**config.mk**
```make
export PLATFORM = sky130hd
export DESIGN_NAME = param_regfile
export DESIGN_NICKNAME = d
export VERILOG_FILES = /design/src/rtl/param_regfile_pkg.sv /design/src/rtl/regfile_clear_seq.sv /design/src/rtl/param_regfile.sv
export SDC_FILE = /design/constraint.sdc
export NUM_CORES = 2
export LEC_CHECK = 0
export CAP_MARGIN = 30
export CORE_UTILIZATION = 35
export CTS_BUF_LIST = sky130_fd_sc_hd__clkbuf_2 sky130_fd_sc_hd__clkbuf_4 sky130_fd_sc_hd__clkbuf_8
export DETAILED_ROUTE_END_ITERATION = 16
export PLACE_DENSITY_LB_ADDON = 0.05
export SETUP_SLACK_MARGIN = 0.4
export SLEW_MARGIN = 20
export SYNTH_ARGS = -nofsm -noshare
export SYNTH_HDL_FRONTEND = slang
export SYNTH_SLANG_ARGS = --single-unit
```
**constraint.sdc**
```tcl
create_clock -name clk -period 50 [get_ports clk]
set_input_delay 10 -clock clk [delete_from_list [all_inputs] [get_ports clk]]
set_output_delay 10 -clock clk [all_outputs]
set_load 0.02 [all_outputs]
```
**src/rtl/param_regfile_pkg.sv**
```systemverilog
// Shared definitions for param_regfile.
// - clr_state_e : clear-sequencer states.
// - merge_bytes : replaces the bytes of an old word that are selected by the byte enables.
//   It works on a fixed maximum width. Callers zero-extend their operands into it and
//   truncate the result back to their own width.
package param_regfile_pkg;

  typedef enum logic [0:0] {
    IDLE,
    CLEAR
  } clr_state_e;

  // Widest word merge_bytes can handle. Register-file widths must not exceed it.
  localparam int unsigned MaxWidth = 1024;
  localparam int unsigned MaxBytes = MaxWidth / 8;

  function automatic logic [MaxWidth-1:0] merge_bytes(input logic [MaxWidth-1:0] old_word,
                                                      input logic [MaxWidth-1:0] new_word,
                                                      input logic [MaxBytes-1:0] be);
    logic [MaxWidth-1:0] res;
    res = old_word;
    for (int unsigned i = 0; i < MaxBytes; i++) begin
      if (be[i]) res[8*i +: 8] = new_word[8*i +: 8];
    end
    return res;
  endfunction

endpackage

```
**src/rtl/regfile_clear_seq.sv**
```systemverilog
// Clear sequencer for param_regfile. It sweeps entries 0..DEPTH-1 and clears one per cycle.
// Ports:
//   clk, reset  : clock, asynchronous active-high reset
//   clear_req   : start a sweep (ignored while one is running)
//   busy        : sweep in progress
//   clear_en    : zero entry clear_idx at the coming edge
//   clear_idx   : entry being cleared
module regfile_clear_seq
  import param_regfile_pkg::*;
#(
  parameter int unsigned DEPTH = 32,
  parameter int unsigned AW    = $clog2(DEPTH)
) (
  input  logic          clk,
  input  logic          reset,
  input  logic          clear_req,
  output logic          busy,
  output logic          clear_en,
  output logic [AW-1:0] clear_idx
);

  localparam logic [AW-1:0] LastIdx = AW'(DEPTH - 1);

  clr_state_e    state_q, state_d;
  logic [AW-1:0] cnt_q, cnt_d;

  always_comb begin
    state_d  = state_q;
    cnt_d    = cnt_q;
    clear_en = 1'b0;
    unique case (state_q)
      IDLE: begin
        if (clear_req) begin
          state_d = CLEAR;
          cnt_d   = '0;
        end
      end
      CLEAR: begin
        clear_en = 1'b1;
        cnt_d    = cnt_q + 1'b1;
        if (cnt_q == LastIdx) begin
          state_d = IDLE;
          cnt_d   = '0;
        end
      end
      default: state_d = IDLE;
    endcase
  end

  always_ff @(posedge clk or posedge reset) begin
    if (reset) begin
      state_q <= IDLE;
      cnt_q   <= '0;
    end else begin
      state_q <= state_d;
      cnt_q   <= cnt_d;
    end
  end

  assign busy      = (state_q == CLEAR);
  assign clear_idx = cnt_q;

endmodule

```
**src/rtl/param_regfile.sv**
```systemverilog
// Parametrised register file. It has two combinational read ports and one synchronous write
// port with byte enables. Two features are optional: a hardwired zero entry and write-to-read
// bypass. A built-in sequencer clears the whole array on request.
// Ports:
//   clk, reset             : clock, asynchronous active-high reset (clears all entries)
//   wr_en/addr/data/be     : write port; wr_be bit i covers wr_data[8i+7:8i]
//   rd_addr0/1, rd_data0/1 : combinational read ports
//   clear_req              : start a full-array clear sweep
//   busy                   : clear sweep in progress (writes are discarded meanwhile)
//   wr_drop                : registered pulse, previous cycle's write was discarded by a sweep
module param_regfile
  import param_regfile_pkg::*;
#(
  parameter int unsigned WIDTH    = 32,
  parameter int unsigned DEPTH    = 32,
  parameter int unsigned AW       = $clog2(DEPTH),
  parameter bit          ZERO_REG = 1'b1,
  parameter bit          BYPASS   = 1'b1
) (
  input  logic               clk,
  input  logic               reset,
  input  logic               wr_en,
  input  logic [AW-1:0]      wr_addr,
  input  logic [WIDTH-1:0]   wr_data,
  input  logic [WIDTH/8-1:0] wr_be,
  input  logic [AW-1:0]      rd_addr0,
  output logic [WIDTH-1:0]   rd_data0,
  input  logic [AW-1:0]      rd_addr1,
  output logic [WIDTH-1:0]   rd_data1,
  input  logic               clear_req,
  output logic               busy,
  output logic               wr_drop
);

  logic [WIDTH-1:0] mem_q [DEPTH];
  logic [WIDTH-1:0] mem_d [DEPTH];
  logic             wr_drop_q;
  logic             clear_en;
  logic [AW-1:0]    clear_idx;
  logic             wr_accept;
  logic [WIDTH-1:0] wr_merged;
  logic [AW-1:0]    rd_addr [2];
  logic [WIDTH-1:0] rd_data [2];

  // An address selects real storage only if it is in range and is not the hardwired zero entry.
  function automatic logic addr_ok(input logic [AW-1:0] a);
    return (32'(a) < DEPTH) && !(ZERO_REG && (a == '0));
  endfunction

  regfile_clear_seq #(
    .DEPTH (DEPTH),
    .AW    (AW)
  ) u_clear_seq (
    .clk       (clk),
    .reset     (reset),
    .clear_req (clear_req),
    .busy      (busy),
    .clear_en  (clear_en),
    .clear_idx (clear_idx)
  );

  assign wr_accept = wr_en && !busy && addr_ok(wr_addr);
  assign wr_merged = WIDTH'(merge_bytes(MaxWidth'(mem_q[wr_addr]), MaxWidth'(wr_data),
                                        MaxBytes'(wr_be)));

  // The sweep and accepted writes never coincide, because writes are only accepted while idle.
  always_comb begin
    mem_d = mem_q;
    if (clear_en) begin
      mem_d[clear_idx] = '0;
    end else if (wr_accept) begin
      mem_d[wr_addr] = wr_merged;
    end
  end

  always_ff @(posedge clk or posedge reset) begin
    if (reset) begin
      for (int unsigned i = 0; i < DEPTH; i++) mem_q[i] <= '0;
      wr_drop_q <= 1'b0;
    end else begin
      mem_q     <= mem_d;
      wr_drop_q <= wr_en && busy;
    end
  end

  assign wr_drop = wr_drop_q;

  assign rd_addr[0] = rd_addr0;
  assign rd_addr[1] = rd_addr1;

  // The bypass path uses wr_merged. An accepted write is always to a valid address, so it
  // matches the storage lookup for that port.
  always_comb begin
    for (int p = 0; p < 2; p++) begin
      rd_data[p] = addr_ok(rd_addr[p]) ? mem_q[rd_addr[p]] : '0;
      if (BYPASS && wr_accept && (wr_addr == rd_addr[p])) rd_data[p] = wr_merged;
    end
  end

  assign rd_data0 = rd_data[0];
  assign rd_data1 = rd_data[1];

endmodule

```
==> out/metrics.yaml <==
outcome: "finished clean"
critPathRequiredTime_ns: 40.00
hold_viol: 0
whs_ns: 0.523
dr_total_vias: 55400
critPathSlowestCell: "buf_4"
path_max_fanout: 71
htreeDepth: 4
postCtsHoldBufs: 0
ys.flop_type: "dfrtp_1"
drive_gt1_share_pct: 23.9
startpoint: "wr_addr[0]"
clock_skew_ns: 0.0380
r2r_cells: 7
cts_tree: "built"
period_needed_ns: 25.37
first_pass_iters: 6
cts_buffers: 198
hold_path_startpoint: "mem_q[519]"
cp_top_family: "buffers and inverters"
timing.fmax_mhz: 39.4
rows: 155
cp_common_cell: "buf_4"
grt_pass1_vias: 53400
drt_iter0_drc: 7873
syn-num-nets: 5468
r2r_slack_ns: 46.62
cp_slowest_stage_delay_ns: 0.71
crit_arrival_ns: 15.37
end_kind: "output port"
grt_pass1_wl_um: 467000
clk_path_buf_depth: 3
postCtsSetupBuffers: 0
synthArstFlopShare_pct: 100
p_int_mw: 1.73
clkSlewWorstSetupHoldPaths_ns: 0.06
fill_cells: 17100
clkPwrFrac_pct: 34.9
multi_input_area_mm2: 0.0350
gp_congestion: 0.908
worstHoldEndpoint: "mem_q[519]"
drc: 0
power_density_mw_per_mm2: 37.6
start_kind: "input port"
grt_setup_unrepaired: "false"
cts_root_buffer: "clkbuf_8"
grtUsageTotal_pct: 37.4
syn_to_final_growth_pct: 14.6
dieArea_mm2: 0.181
globalRouteOverflowTotal: 0
cp_num_buf_inv: 6
vdd_ir_drop_max_uv: 17.8
switching_share_pct: 35.9
yosys_warnings: 0
start_util_pct: 35.2
drv_slew: 0
core_mm2: 0.178
drv_cap: 0
io_pins: 121
worstMarginPinSlew_ns: 1.18
avgSynthCellArea_um2: 11.6
synth_seq_cells: 1031
p_total_mw: 2.70
p_leak_nw: 30.0
fin_setup_tns_ns: 0
p_switching_mw: 0.971
ant_nets: 0
hold_depth: 2
comb_power_share_pct: 25.9
register_area_mm2: 0.0258
path_class: "input port to output port"
hpwl_um: 210000
path_cells: "buf_8, buf_12, buf_4, buf_4, mux4_2, a22o_1, a2111oi_4, o21ai_2, buf_4, a32oi_1, nand2_1, clkdlybuf4s50_1"
portBuffers: 120
synth_edf_count: 0
seqPwrFrac_pct: 39.2
drt-vias-per-instance: 6.98
synth.cell_area_mm2: 0.0628
r2r-start: "u_clear_seq.busy"
hp-class: "flip-flop to flip-flop"
r2r_end: "mem_q[470]"
cts_resized: 0
antenna_found_initial: 38
wl_um: 343000
synth-seq-area-share_pct: 41.1
period_share_pct: 50.7
die_h_um: 426
syn_inst: 5408
worstSkewPairLatency_ns: 0.99
setup-violations-final: 0
synth_cell_type_count: 79
final_net_count: 5466
grt_max_degree: 131
post_drt_wl_per_cell_um: 43.2
numClockSinks: 1031
slew_headroom_pct: 21.6
die_x_um: 426
## final cells by class
cell class | instances | share of cell area (%)
multi-input cells | 3769 | 48.7
flip-flops and latches | 1031 | 35.9
clock buffers | 311 | 5.52
repair buffers | 390 | 5.14
well taps | 2355 | 4.09
clock inverters | 58 | 0.581
inverters | 16 | 0.101
diodes | 12 | 0.0417
## sequential cells by signal, indices dropped and copies added, names as in the netlist
signal and cells:
wr_drop 1, mem_q 1024, u_clear_seq.busy 1, u_clear_seq.clear_idx 5
## cells in the mapped netlist, types with 13 or more instances
library cell	count	share of area, %
dfrtp_1	1031	41
nand2_1	576	3.4
mux2i_1	546	8.7
mux4_2	540	19
a22o_1	525	7.3
clkbuf_1	337	2.0
o21ai_0	302	2.4
o21ai_1	238	1.9
buf_2	179	1.4
a221oi_1	156	2.2
a22oi_1	154	1.8
nor2_1	145	0.87
a21oi_1	128	1.0
and2_1	57	0.57
o22ai_1	52	0.52
buf_1	40	0.24
nor2b_1	32	0.32
a32o_1	31	0.49
nand3_1	28	0.22
a31oi_1	24	0.24
buf_4	23	0.27
nor2_2	20	0.20
a221o_1	19	0.30
a211oi_1	16	0.19
nand2b_1	16	0.16
nor3_1	13	0.10
## logic make-up (layout without fill, tap and decap cells)
kind of cell	Yosys count	after routing	synth area share, %
adders and majority gates	5	5	0.0996
and+or+nand+nor	948	948	6.70
AOI/OAI and AO/OA	1706	1706	19.4
other	0	12	0
buffers and inverters	608	775	4.31
DFF	1031	1031	41.1
xor gates and xnor gates	12	12	0.167
muxes	1098	1098	28.3
## metal layers
metal / share of wire, % / routed length [um] / vias to the layer above / GRT usage, %
li1: - / - / 21300 / -
met1: 40 / 137000 / 29300 / 51.2
met2: 43 / 147000 / 3907 / 53.6
met3: 11 / 39200 / 881 / 11.0
met4: 5.5 / 18900 / 20 / 18.5
met5: 0.043 / 147 / - / 0
## worst max-delay path by stage
stage	to	slack (ns)	depth (start not counted)
after global placement	rd_data0[28]	24.60	12
final	rd_data0[28]	24.63	12
after detailed placement	rd_data0[28]	24.54	12
after global routing	rd_data0[28]	24.38	12
after CTS	rd_data0[28]	24.55	12
after floorplan	mem_q[0]	10.99	1
## layout by cell type, fill, tap and decap left out, types with 18 or more instances in the layout
cell type / count
nand3_1: 26
clkdlybuf4s50_1: 106
a221oi_1: 156
mux4_2: 540
o21ai_1: 233
and2_1: 55
mux2i_1: 546
a21oi_1: 94
a32o_1: 31
nor2_1: 134
dfrtp_1: 1031
a21oi_4: 27
a31oi_1: 18
clkbuf_8: 263
clkbuf_4: 49
nor2b_1: 25
o21ai_0: 301
a22oi_1: 154
nor2_4: 24
nand2_1: 574
a22o_1: 525
o22ai_1: 52
clkinv_2: 44
a221o_1: 19
buf_4: 242
## through the flow
| step | setup slack (ns) | utilization [%] | instances | area, um2 |
|---|---|---|---|---|
| final | 24.63 | 40.3 | 7942 | 72000 |
| after floorplan | 10.99 | - | 5408 | 62800 |
| after global routing | 24.38 | 40.3 | 7931 | 71900 |
| after detailed placement | 24.54 | 37.8 | 7554 | 67400 |
| after global placement | 24.60 | 37.5 | 7536 | 67000 |
| after CTS | 24.55 | 40.2 | 7923 | 71800 |
## power by group through the flow
stage          clock [mW]  combinational (mW)  sequential (mW)
2_1_floorplan           0               0.407             1.03
3_5_place_dp            0               0.682             1.07
5_1_grt             0.988               0.721             1.07
3_3_place_gp            0               0.671             1.07
4_1_cts             0.953               0.683             1.05
6_report            0.944               0.700             1.06
## worst reg2reg max path: cells and delay by family, from the launching register on
| kind | cells | cell delay, ns |
|---|---|---|
| compound gates | 2 | 0.94 |
| buf+inv | 2 | 1.00 |
| flops | 1 | 0.32 |
| simple gates | 3 | 1.03 |
Power figures use the tool's default switching activity.
